===== config.mk =====
export PLATFORM = sky130hd
export DESIGN_NAME = ls_sequencer
export DESIGN_NICKNAME = d
export VERILOG_FILES = /design/src/rtl/ls_sequencer_pkg.sv /design/src/rtl/ls_lane_mux.sv /design/src/rtl/ls_sequencer.sv
export SDC_FILE = /design/constraint.sdc
export NUM_CORES = 1
export LEC_CHECK = 0
export CORE_ASPECT_RATIO = 2
export CORE_MARGIN = 2
export CORE_UTILIZATION = 45
export DETAILED_ROUTE_END_ITERATION = 8
export HOLD_SLACK_MARGIN = 0.12
export PLACE_DENSITY_LB_ADDON = 0.12
export SYNTH_ARGS = -nofsm -noshare
export SYNTH_HDL_FRONTEND = slang
export SYNTH_HIERARCHICAL = 1
export SYNTH_SLANG_ARGS = --single-unit

===== constraint.sdc =====
create_clock -name clock -period 9.1 [get_ports clock]
set_input_delay 2.73 -clock clock [delete_from_list [all_inputs] [get_ports clock]]
set_output_delay 2.73 -clock clock [all_outputs]
set_load 0.1 [all_outputs]

===== src/rtl/ls_sequencer_pkg.sv =====
// Shared load/store definitions: access-size encodings, sequencer state encoding
// and the alignment rule common to the load/store size logic.
package ls_sequencer_pkg;

    localparam logic [1:0] SZ_BYTE = 2'b01;
    localparam logic [1:0] SZ_HALF = 2'b10;
    localparam logic [1:0] SZ_WORD = 2'b11;

    localparam logic [2:0] ST_IDLE  = 3'd0;
    localparam logic [2:0] ST_RD    = 3'd1;
    localparam logic [2:0] ST_WR    = 3'd2;
    localparam logic [2:0] ST_FIN   = 3'd3;
    localparam logic [2:0] ST_FAULT = 3'd4;

    typedef struct packed {
        logic        is_store;
        logic [1:0]  size;
        logic [31:0] addr;
        logic [31:0] wdata;
    } ls_req_t;

    // Size 00 is never legal; halves need even and words need 4-byte alignment.
    function automatic logic ls_bad_access(input logic [1:0] size, input logic [1:0] offset);
        case (size)
            SZ_BYTE: return 1'b0;
            SZ_HALF: return offset[0];
            SZ_WORD: return offset != 2'b00;
            default: return 1'b1;
        endcase
    endfunction

endpackage


===== src/rtl/ls_lane_mux.sv =====
// Little-endian byte-lane extract (zero-extended) and merge for sub-word accesses.
// Word-sized accesses pass the full word through on extract and wdata on merge.
module ls_lane_mux
    import ls_sequencer_pkg::*;
(
    input  logic [31:0] word,
    input  logic [1:0]  size,
    input  logic [1:0]  offset,
    input  logic [31:0] wdata,
    output logic [31:0] extracted,
    output logic [31:0] merged
);

    always_comb begin
        extracted = word;
        merged    = wdata;
        case (size)
            SZ_BYTE: begin
                extracted = {24'd0, word[{offset, 3'b000} +: 8]};
                merged    = word;
                merged[{offset, 3'b000} +: 8] = wdata[7:0];
            end
            SZ_HALF: begin
                extracted = {16'd0, word[{offset[1], 4'b0000} +: 16]};
                merged    = word;
                merged[{offset[1], 4'b0000} +: 16] = wdata[15:0];
            end
            default: ;
        endcase
    end

endmodule


===== src/rtl/ls_sequencer.sv =====
// Load/store sequencer: turns one latched request into a read, a write, or a
// read-modify-write on a word-wide memory port with req/ack handshake.
//
// state    | meaning
// ---------+---------------------------------------------------------
// IDLE     | waiting for start; request fields latched on acceptance
// RD       | read cycle, mem_req held until mem_ack
// WR       | write cycle (merged word or full store word), until mem_ack
// FIN      | one-cycle done pulse
// FAULT    | one-cycle err pulse, no memory traffic
module ls_sequencer
    import ls_sequencer_pkg::*;
(
    input  logic        clock,
    input  logic        reset,
    input  logic        start,
    input  logic        is_store,
    input  logic [1:0]  size,
    input  logic [31:0] addr,
    input  logic [31:0] wdata,
    output logic        mem_req,
    output logic        mem_we,
    output logic [31:0] mem_addr,
    output logic [31:0] mem_wdata,
    input  logic [31:0] mem_rdata,
    input  logic        mem_ack,
    output logic        busy,
    output logic        done,
    output logic        err,
    output logic [31:0] load_data
);

    logic [2:0]  state;
    ls_req_t     req_q;
    logic [31:0] rdata_q;
    logic [31:0] lane_word;
    logic [31:0] extracted;
    logic [31:0] merged;

    // Loads extract straight from the returning bus word; the write merges into the captured one.
    assign lane_word = (state == ST_RD) ? mem_rdata : rdata_q;

    ls_lane_mux u_lane_mux (
        .word      (lane_word),
        .size      (req_q.size),
        .offset    (req_q.addr[1:0]),
        .wdata     (req_q.wdata),
        .extracted (extracted),
        .merged    (merged)
    );

    always_ff @(posedge clock or negedge reset) begin
        if (!reset) begin
            state     <= ST_IDLE;
            req_q     <= '0;
            rdata_q   <= '0;
            load_data <= '0;
        end else begin
            case (state)
                ST_IDLE: begin
                    if (start) begin
                        req_q.is_store <= is_store;
                        req_q.size     <= size;
                        req_q.addr     <= addr;
                        req_q.wdata    <= wdata;
                        if (ls_bad_access(size, addr[1:0]))
                            state <= ST_FAULT;
                        else if (is_store && size == SZ_WORD)
                            state <= ST_WR;
                        else
                            state <= ST_RD;
                    end
                end
                ST_RD: begin
                    if (mem_ack) begin
                        rdata_q <= mem_rdata;
                        if (req_q.is_store) begin
                            state <= ST_WR;
                        end else begin
                            load_data <= extracted;
                            state     <= ST_FIN;
                        end
                    end
                end
                ST_WR: begin
                    if (mem_ack)
                        state <= ST_FIN;
                end
                ST_FIN:   state <= ST_IDLE;
                ST_FAULT: state <= ST_IDLE;
                default:  state <= ST_IDLE;
            endcase
        end
    end

    assign mem_req   = (state == ST_RD) || (state == ST_WR);
    assign mem_we    = (state == ST_WR);
    assign mem_addr  = {req_q.addr[31:2], 2'b00};
    assign mem_wdata = (state == ST_WR) ? merged : 32'd0;
    assign busy      = (state != ST_IDLE);
    assign done      = (state == ST_FIN);
    assign err       = (state == ST_FAULT);

endmodule

==> reports/qor.txt <==
setup violators final: 0
worst r2r src: state[0]
Crit-path slowest cell: clkdlybuf4s50_1
Synth cell types: 45
status: finished clean
worst path cell trace: clkdlybuf4s50_1 > mux2_2 > mux2i_1 > a2bb2oi_1 > o211ai_1 > and2_1 > clkdlybuf4s50_1
CTS clk-pin slew, worst paths: 0.05 ns
post-CTS setup buffer count: 0
Post-route DRC: 0
Post-CTS Resized: 0
final std cells w/o fill: 1013
endpoints failing hold: 0
initial antenna violation count: 0
number of global-route vias before repair: 6191
setup_tns: 0 ns
Reg area: 0.003353 sq mm
Reg2Reg Capture Point: load_data[30]
Synth Instances: 643
top_reg_cell synth: dfrtp_1
worst skew pair latency: 0.42 ns
period utilization: 85.64%
most frequent cells in the layout: 185 x clkdlybuf4s50_1, 134 x dfrtp_1, 133 x mux2_2, 50 x and2_1, 30 x mux2_1
CP required: 6.37 ns
GPL Wtd Cong: 0.9171
area delta synth->final: 31.42%
H-tree levels: 4
Worst Setup EP: mem_wdata[28]
Post-Layout Inst Area: 0.01000 sq mm
R2R depth: 7
slowest stage delay, CP: 1.13 ns
Yosys reg bits: 134
Die Y-Extent: 187.9 um
Avg Synthesized Cell Area: 11.84 sq um
total global-route track usage: 26.24%
CTS Sinks: 134
Arr. time, crit path: 5.06 ns
num rows: 67
clk_skew: 0.009959 ns
DRT antenna net count: 0
hold crit path type: reg2reg
Port-buffer cells: 201
largest net degree at the start of global routing: 83
mapped cell area: 0.007611 sq mm
setup repair after global routing missed its margin: no
ys async rst share: 100.0%
DRT iter0 DRCs: 308
commonest non-fill, non-tap cell in the layout: clkdlybuf4s50_1
Post-synth EDFFs: 0
layout filler cell count: 1397
IO Count: 204
Crit Path Class: in2out
CTS Buf Count: 17
Hold Buf Count CTS: 0
first-pass GRT wire length: 34890 um
f_max: 0.1283 GHz
Rel. slew slack: 29.65%
chip width: 95.96 um
Core ar.: 0.01668 sq mm
TritonCTS clock tree: yes
Final Max Tran Viols: 0
gr ovfl total: 0
Multi-input gate area: 0.003725 sq mm
via count: 5872
worst-path fanout max: 5
final layout net count: 905
placed cell count: 983
vias per inst: 5.797
antenna cells: 0
cell mode on critical path: clkdlybuf4s50_1
CP startpoint: mem_rdata[28]
max-cap violation count: 0
critical path capture point type: primary output
post-layout minimum cycle time: 7.793 ns
flop2flop setup slack: 6.20 ns
routed len/inst: 22.80 um
drt pass-1 iters: 5
startpoint types: input port
CTS Root Cell: clkbuf_16
share of cells above drive strength 1: 24.07%
drt total wl: 23100 um
DP Area: 0.009429 sq mm
die area: 0.01803 sq mm
Seq/Total Area, Yosys: 44.06%
HPWL after DPL: 16850 um
worst-margin pin slew: 1.055 ns
Max Root-Sink Buffers: 2
Starting Density: 45.62%
final core occ: 59.96%
yosys warns: 6
layer usage:
metal	track usage (%)	vias to the layer above	share of wire, %
met3	4.620	61	4.8
met1	28.71	2967	36
met5	0	-	0
met4	16.43	0	6.2
li1	-	2609	-
met2	45.35	235	53
cells by family after synthesis:
family                   synth area share (%)
multiplexers                            27.40
AO/OA/AOI/OAI                           9.749
buffers and inverters                   7.217
adder cells (fa/ha/maj)                 1.151
other                                 0.04927
flip-flops                              44.06
AND/OR/NAND/NOR                         10.37
cell type report:
cell class	instances	area share, %
well taps	207	2.589
repair buffers	209	20.35
clock buffers	21	4.704
clock inverters	9	1.026
multi-input cells	418	37.24
inverters	15	0.5629
flip-flops and latches	134	33.53
flip-flops by register name (all words and copies together), names as in the netlist:
register,flops
req_q,37
load_data,32
rdata_q,32
mem_addr,30
state,3
synthesized netlist by cell type (all sizes together), types with 2 or more instances:
| library cell | count | area share [%] |
|---|---|---|
| dfrtp | 134 | 44 |
| a221o | 24 | 3.2 |
| nand2b | 6 | 0.49 |
| mux2i | 25 | 3.3 |
| nand3b | 2 | 0.20 |
| mux2 | 163 | 24 |
| inv | 15 | 0.74 |
| nand2 | 19 | 0.94 |
| a21oi | 12 | 0.79 |
| nand3 | 9 | 0.59 |
| clkbuf | 13 | 0.64 |
| nor2 | 9 | 0.48 |
| o21ai | 17 | 1.1 |
| and2 | 50 | 4.1 |
| nor2b | 3 | 0.25 |
| ha | 7 | 1.2 |
| a311o | 9 | 1.2 |
| buf | 64 | 5.8 |
| a22o | 24 | 2.8 |
| nor3 | 8 | 0.53 |
| nand4b | 8 | 0.92 |
| nor3b | 7 | 1.1 |
how the worst min path moves through the flow:
stage	startpoint	endpoint	slack, ns	depth (start not counted)
after floorplan	rdata_q[0]	rdata_q[0]	0.48	1
after CTS	load_data[31]	load_data[31]	0.49	1
after global routing	load_data[27]	load_data[27]	0.51	1
final	load_data[31]	load_data[31]	0.49	1
after detailed placement	load_data[31]	load_data[31]	0.48	1
after global placement	load_data[12]	load_data[12]	0.47	1
per-stage QoR:
stage          setup slack, ns  hold WS (ns)
6_report                 1.307        0.4862
5_1_grt                  1.193        0.5050
4_1_cts                  1.306        0.4911
3_5_place_dp             1.309        0.4789
3_3_place_gp             1.348        0.4710
2_1_floorplan            2.418        0.4766
worst max-delay path, delay by kind of cell:
kind                   cells  cell delay, ns
AOI/OAI and AO/OA          2            0.28
buffers and inverters      2            1.60
muxes                      2            0.31
and+or+nand+nor            1            0.15
Power is not shown: default switching activity piles up to over one toggle a cycle in this logic, so the estimate is an artifact.
